## src/rtl/pio_poll_pkg.sv

```systemverilog
// Shared types and constants for the PIO change-polling master.
package pio_poll_pkg;

  typedef enum logic [1:0] {
    IDLE = 2'd0,
    READ = 2'd1,
    CAP  = 2'd2
  } state_e;

  localparam int PIO_DATA_ADDR = 32'sd0;
  localparam int READ_LATENCY  = 32'sd1;

  function automatic int fifo_ptr_w(input int depth);
    return (depth > 32'sd1) ? $clog2(depth) : 32'sd1;
  endfunction

endpackage

```

## src/rtl/pio_poll_fifo.sv

```systemverilog
// Small synchronous event FIFO; a push while full is accepted only when a pop
// frees the head slot in the same cycle.
module pio_poll_fifo
  import pio_poll_pkg::*;
#(
  parameter  int WIDTH = 17,
  parameter  int DEPTH = 4,
  localparam int PTR_W = fifo_ptr_w(DEPTH)
) (
  input  logic             clk,
  input  logic             reset_n,
  input  logic             push,
  input  logic [WIDTH-1:0] push_data,
  input  logic             pop,
  output logic [WIDTH-1:0] head,
  output logic             empty,
  output logic             full,
  output logic [PTR_W:0]   count
);

  localparam logic [PTR_W:0] FULL_CNT = (PTR_W + 1)'(DEPTH);

  logic [WIDTH-1:0] mem_q [DEPTH];
  logic [PTR_W-1:0] wr_ptr_q, wr_ptr_d;
  logic [PTR_W-1:0] rd_ptr_q, rd_ptr_d;
  logic [PTR_W:0]   count_q, count_d;
  logic             do_push_s;
  logic             do_pop_s;

  // Accept/reject decisions and next pointer/occupancy values.
  always_comb begin
    do_pop_s  = pop && (count_q != {(PTR_W + 1){1'b0}});
    do_push_s = push && ((count_q != FULL_CNT) || do_pop_s);
    wr_ptr_d  = wr_ptr_q;
    rd_ptr_d  = rd_ptr_q;
    if (do_push_s) begin
      wr_ptr_d = wr_ptr_q + PTR_W'(1'b1);
    end else begin
      wr_ptr_d = wr_ptr_q;
    end
    if (do_pop_s) begin
      rd_ptr_d = rd_ptr_q + PTR_W'(1'b1);
    end else begin
      rd_ptr_d = rd_ptr_q;
    end
    case ({do_push_s, do_pop_s})
      2'b10:   count_d = count_q + (PTR_W + 1)'(1'b1);
      2'b01:   count_d = count_q - (PTR_W + 1)'(1'b1);
      default: count_d = count_q;
    endcase
  end

  // Storage, pointers and occupancy; reset flushes every entry.
  always_ff @(posedge clk or negedge reset_n) begin
    if (!reset_n) begin
      for (int i = 0; i < DEPTH; i++) begin
        mem_q[i] <= {WIDTH{1'b0}};
      end
      wr_ptr_q <= {PTR_W{1'b0}};
      rd_ptr_q <= {PTR_W{1'b0}};
      count_q  <= {(PTR_W + 1){1'b0}};
    end else begin
      if (do_push_s) begin
        mem_q[wr_ptr_q] <= push_data;
      end
      wr_ptr_q <= wr_ptr_d;
      rd_ptr_q <= rd_ptr_d;
      count_q  <= count_d;
    end
  end

  assign head  = mem_q[rd_ptr_q];
  assign empty = (count_q == {(PTR_W + 1){1'b0}});
  assign full  = (count_q == FULL_CNT);
  assign count = count_q;

endmodule

```

## src/rtl/pio_poll_master.sv

```systemverilog
// Avalon-MM master that polls a PIO input at address 0 and streams each
// changed value through an event FIFO with a level interrupt.
module pio_poll_master
  import pio_poll_pkg::*;
#(
  parameter int DATA_W     = 17,
  parameter int ADDR_W     = 2,
  parameter int POLL_DIV   = 1000,
  parameter int FIFO_DEPTH = 4
) (
  input  logic              clk,
  input  logic              reset_n,
  input  logic              enable,
  output logic [ADDR_W-1:0] avm_address,
  output logic              avm_read,
  input  logic [31:0]       avm_readdata,
  output logic [DATA_W-1:0] evt_data,
  output logic              evt_valid,
  input  logic              evt_ready,
  output logic              irq,
  output logic              overflow,
  input  logic              clr_overflow
);

  localparam int CNT_W    = (POLL_DIV > 32'sd1) ? $clog2(POLL_DIV) : 32'sd1;
  localparam int LAST_CNT = POLL_DIV - 32'sd1;

  state_e            state_q, state_d;
  logic [CNT_W-1:0]  cnt_q, cnt_d;
  logic              primed_q, primed_d;
  logic [DATA_W-1:0] last_q, last_d;
  logic              overflow_q, overflow_d;
  logic              avm_read_q, avm_read_d;

  logic [DATA_W-1:0] sample_s;
  logic              push_s;
  logic              pop_s;
  logic              fifo_empty_s;
  logic              fifo_full_s;
  logic [DATA_W-1:0] fifo_head_s;
  logic [fifo_ptr_w(FIFO_DEPTH):0] fifo_count_unused_s;
  logic              unused_readdata_s;

  // Upper readdata bits are outside the sampled field.
  assign unused_readdata_s = ^avm_readdata;
  assign sample_s          = avm_readdata[DATA_W-1:0];

  // Poll sequencing, change detection and overflow bookkeeping.
  always_comb begin
    state_d    = state_q;
    cnt_d      = cnt_q;
    primed_d   = primed_q;
    last_d     = last_q;
    push_s     = 1'b0;
    case (state_q)
      IDLE: begin
        if (enable) begin
          if (cnt_q == CNT_W'(LAST_CNT)) begin
            state_d = READ;
            cnt_d   = {CNT_W{1'b0}};
          end else begin
            cnt_d = cnt_q + CNT_W'(1'b1);
          end
        end else begin
          // Disabled: the next poll after re-enable retakes the baseline.
          cnt_d    = {CNT_W{1'b0}};
          primed_d = 1'b0;
        end
      end
      READ: begin
        state_d = CAP;
      end
      CAP: begin
        state_d = IDLE;
        if (!primed_q) begin
          last_d   = sample_s;
          primed_d = 1'b1;
        end else if (sample_s != last_q) begin
          last_d = sample_s;
          push_s = 1'b1;
        end else begin
          last_d = last_q;
        end
      end
      default: begin
        state_d = IDLE;
        cnt_d   = {CNT_W{1'b0}};
      end
    endcase

    avm_read_d = (state_d == READ);
    pop_s      = evt_ready && !fifo_empty_s;

    if (push_s && fifo_full_s && !pop_s) begin
      overflow_d = 1'b1;
    end else if (clr_overflow) begin
      overflow_d = 1'b0;
    end else begin
      overflow_d = overflow_q;
    end
  end

  // Control and status registers.
  always_ff @(posedge clk or negedge reset_n) begin
    if (!reset_n) begin
      state_q    <= IDLE;
      cnt_q      <= {CNT_W{1'b0}};
      primed_q   <= 1'b0;
      last_q     <= {DATA_W{1'b0}};
      overflow_q <= 1'b0;
      avm_read_q <= 1'b0;
    end else begin
      state_q    <= state_d;
      cnt_q      <= cnt_d;
      primed_q   <= primed_d;
      last_q     <= last_d;
      overflow_q <= overflow_d;
      avm_read_q <= avm_read_d;
    end
  end

  pio_poll_fifo #(
    .WIDTH (DATA_W),
    .DEPTH (FIFO_DEPTH)
  ) u_fifo (
    .clk       (clk),
    .reset_n   (reset_n),
    .push      (push_s),
    .push_data (sample_s),
    .pop       (pop_s),
    .head      (fifo_head_s),
    .empty     (fifo_empty_s),
    .full      (fifo_full_s),
    .count     (fifo_count_unused_s)
  );

  assign avm_address = ADDR_W'(PIO_DATA_ADDR);
  assign avm_read    = avm_read_q;
  assign evt_data    = fifo_head_s;
  assign evt_valid   = !fifo_empty_s;
  assign irq         = !fifo_empty_s;
  assign overflow    = overflow_q;

endmodule
```

## config.mk

```make
export PLATFORM = sky130hd
export DESIGN_NAME = pio_poll_master
export DESIGN_NICKNAME = d
export VERILOG_FILES = /design/src/rtl/pio_poll_pkg.sv /design/src/rtl/pio_poll_fifo.sv /design/src/rtl/pio_poll_master.sv
export SDC_FILE = /design/constraint.sdc
export NUM_CORES = 1
export LEC_CHECK = 0
export ABC_AREA = 0
export CAP_MARGIN = 20
export CORE_UTILIZATION = 56
export CTS_CLUSTER_DIAMETER = 200
export DETAILED_ROUTE_END_ITERATION = 8
export HOLD_SLACK_MARGIN = 0.03
export PLACE_DENSITY = 0.89
export SLEW_MARGIN = 10
export SYNTH_ARGS = -nofsm -noshare
export SYNTH_HDL_FRONTEND = slang
export SYNTH_SLANG_ARGS = --single-unit
export TNS_END_PERCENT = 5
```

## constraint.sdc

```tcl
create_clock -name clk -period 3.3 [get_ports clk]
set_input_delay 0.495 -clock clk [delete_from_list [all_inputs] [get_ports clk]]
set_output_delay 0.495 -clock clk [all_outputs]
set_load 0.03 [all_outputs]
```

==> metrics.md <==
| Metric | Value |
|---|---|
| Status | complete, but fails checks |
| Failing checks | DRC |
| Worst path cell trace | clkdlybuf4s50_1 > xor2_1 > nor4_1 > buf_4 > nand2_2 > o211ai_1 > buf_4 > ha_1 > inv_1 > fa_1 > xor2_1 > nor2_1 > xor2_1 |
| Syn avg cell area | 15.4 um2 |
| Fraction of registers with async set/reset | 100% |
| Synth-to-layout area growth | 17.2% |
| Slowest cell on the critical path | clkdlybuf4s50_1 |
| Die area | 9700 um2 |
| Family with the most delay on the worst path | buffers and inverters |
| RD Place Congestion | 0.725 |
| Clock tree from TritonCTS | done |
| CP Capture Type | flip-flop |
| Total chip power | 0.00282 W |
| Post-synthesis sequential area ratio | 51.4% |
| HP Class | in2async |
| Clock Tree Buf Depth | 2 |
| Setup slack after layout | 0.215 ns |
| Worst-path maximum fanout | 6 |
| CP Launch Type | primary input |
| Ports | 60 |
| Setup Buffers After CTS | 0 |
| Worst Setup Slack post-DPL | -0.128 ns |
| Fmax | 324 MHz |
| Vias in the first global route | 3287 |
| Period minus WS final | 3.09 ns |
| Final net count | 451 |
| Final Cycle Share | 93.5% |
| Initial antenna violation count | 0 |
| Max-cap check violation count | 0 |
| Total negative slack | 0 ns |
| Residual DRC | 4 |
| Tightest Pin Transition | 0.820 ns |
| Comb pwr share | 15.9% |
| Main combinational cell family by area after synthesis | multiplexers |
| Final wirelength | 9880 um |
| CP arrival | 3.38 ns |
| Die X-Extent | 98.5 um |
| WL per Instance | 19.1 um |
| Number of synthesized flops with an enable pin | 0 |
| RSZ-0062 raised after global routing | false |
| Setup Skew | 0.0103 ns |
| Core Area | 8850 um2 |
| Yosys warns | 0 |
| Adder-cell share of the synthesized area | 2.54% |
| Number of clock sinks seen by CTS | 107 |
| Synth Flop Type | dfrtp_1 |
| Synth Area in Compound Gates | 3.70% |
| Cell-internal power | 0.00207 W |
| Post-cts resize count | 0 |
| Skew-Pair Late Insertion Delay | 0.36 ns |
| Normalized max-slew margin | 45.3% |
| Leakage | 3.02 nW |
| Pre-Repair DR Iteration Count | 8 |
| Hold_buf cts | 0 |
| Clock power share | 33.7% |
| Post-synthesis register bit count | 107 |
| Max Slew Vio Count | 0 |
| Hpwl dp | 6920 um |
| Req. time, crit path | 3.59 ns |
| DRT antenna net count | 0 |
| Vias per cell | 5.71 |
| First-pass GRT wire length | 16900 um |
| Crit path buf inv count | 4 |
| Initial core utilization | 58.9% |
| DRC marker count from the first detailed-route iteration | 109 |
| Crit-path max cell delay | 0.56 ns |
| Ant. Diodes | 0 |
| Layout cells sized above 1 | 38.1% |
| Total GRT Usage | 22.8% |
| Post-Synthesis Cells | 339 |
| Peak supply drop | 0.319 mV |
| Proportion of power drawn by flip-flops and latches | 50.4% |
| Synthesized area | 5210 um2 |
| Root Buffer | clkbuf_8 |
| Critical path type | in2reg |
| Final instance area | 6110 um2 |
| Number of fill cells | 595 |
| Most common cell on crit path | xor2_1 |
| Switching Share | 26.5% |
| Die height | 98.5 um |
| H-tree lvl count | 3 |
| Hold_ws | 0.227 ns |
| # rows | 34 |
| CTS clk-pin slew, worst paths | 0.10 ns |
| PwrDens | 461 nW/um2 |
| Setup violators final | 0 |
| Vias | 2954 |
| GRT overflow | 0 |
| Xor-xnor portion of the synthesized cell area | 4.70% |
| Largest net degree at the start of global routing | 66 |
| PortBufs | 42 |
| Post-Synth Simple-Gate Area | 5.35% |
| Final hold violation count | 0 |
| Count of cell types in the netlist | 42 |
| Multiplexer share of the synthesized area | 29.0% |
| Total CTS buffers | 9 |
| Placed Area | 5860 um2 |
| Switch Pwr | 0.000746 W |
-- worst paths after layout --
| check | from | to | slack [ns] | cells past startpoint |
|---|---|---|---|---|
| hold reg to reg | u_fifo.count[2] | u_fifo.count[2] | 0.49 | 1 |
| hold / removal | reset_n | u_fifo.mem_q[61] | 0.23 | 1 |
| setup reg to reg | last_q[11] | u_fifo.count[2] | 0.55 | 12 |
| min in group clk | u_fifo.count[2] | u_fifo.count[2] | 0.49 | 1 |
| max in group asynchronous | reset_n | last_q[15] | 2.36 | 2 |
| setup / recovery | avm_readdata[11] | u_fifo.count[2] | 0.21 | 13 |
-- state kept, by name, summed over array words and instances (netlist names) --
register / flops
u_fifo.count: 3
u_fifo.rd_ptr_q: 2
primed_q: 1
last_q: 17
avm_read: 1
state_q: 2
overflow: 1
u_fifo.wr_ptr_q: 2
u_fifo.mem_q: 68
cnt_q: 10
-- synthesized netlist by cell type, drive strengths merged, types with 3 or more instances --
cell,instances,area [um2]
mux2,86,1120
o2111ai,4,105
and2,3,18.8
nor2,13,48.8
ha,9,113
dfrtp,107,2680
buf,10,123
nor4,3,25.0
inv,8,30.0
xnor2,7,61.3
o21ai,4,31.3
mux4,17,383
xor2,21,184
nand3,4,20.0
clkbuf,5,18.8
nor3,4,20.0
nand2,12,47.6
nand4,3,33.8
-- cell usage in the layout, fill, tap and decap left out, types with 3 or more instances in the layout --
cell type and count:
and2_1 3, buf_12 3, buf_4 24, bufinv_16 3, clkbuf_8 9, clkdlybuf4s50_1 41
dfrtp_1 107, ha_1 9, inv_1 8, mux2_2 46, mux2_4 40, mux4_2 17
nand2_1 11, nand3_1 4, nor2_1 13, nor3_1 4, o2111ai_4 4, o21ai_0 3
xnor2_1 7, xor2_1 21
-- area by class of cell --
| class | instances | area [um2] | area share (%) |
|---|---|---|---|
| repair buffers | 68 | 651 | 10.7 |
| well taps | 108 | 135 | 2.21 |
| flip-flops and latches | 107 | 2680 | 43.8 |
| clock inverters | 7 | 123 | 2.01 |
| inverters | 8 | 30.0 | 0.492 |
| multi-input cells | 210 | 2370 | 38.8 |
| clock buffers | 9 | 124 | 2.03 |
-- metrics by stage --
stage,utilization (%),std cells
2_1_floorplan,-,340
3_3_place_gp,66.2,501
3_5_place_dp,66.2,501
4_1_cts,69.0,517
5_1_grt,69.0,517
6_report,69.0,517
-- cell families (layout without fill, tap and decap cells) --
| family | count (synthesis) | after routing |
|---|---|---|
| XOR/XNOR | 28 | 28 |
| AND/OR/NAND/NOR | 50 | 50 |
| other | 1 | 2 |
| multiplexers | 104 | 104 |
| flip-flops | 107 | 107 |
| AO/OA/AOI/OAI | 16 | 16 |
| adder cells (fa/ha/maj) | 10 | 10 |
| buffers and inverters | 23 | 92 |
-- power groups by stage --
stage          logic, W  clock network, W  registers, W
6_report       0.000449          0.000950       0.00142
5_1_grt        0.000488           0.00102       0.00143
4_1_cts        0.000459          0.000979       0.00142
3_5_place_dp   0.000456                 0       0.00145
3_3_place_gp   0.000435                 0       0.00144
2_1_floorplan  0.000316                 0       0.00139
-- per-layer routing --
layer	up-vias	wire length [um]	share of wire, %	global-route usage, %
li1	1344	-	-	-
met1	1513	4300	44	30.0
met2	69	4920	50	37.1
met3	28	369	3.7	4.18
met4	0	287	2.9	10.7
met5	-	0	0	0
Note: power is estimated with default switching activity, not from simulation.
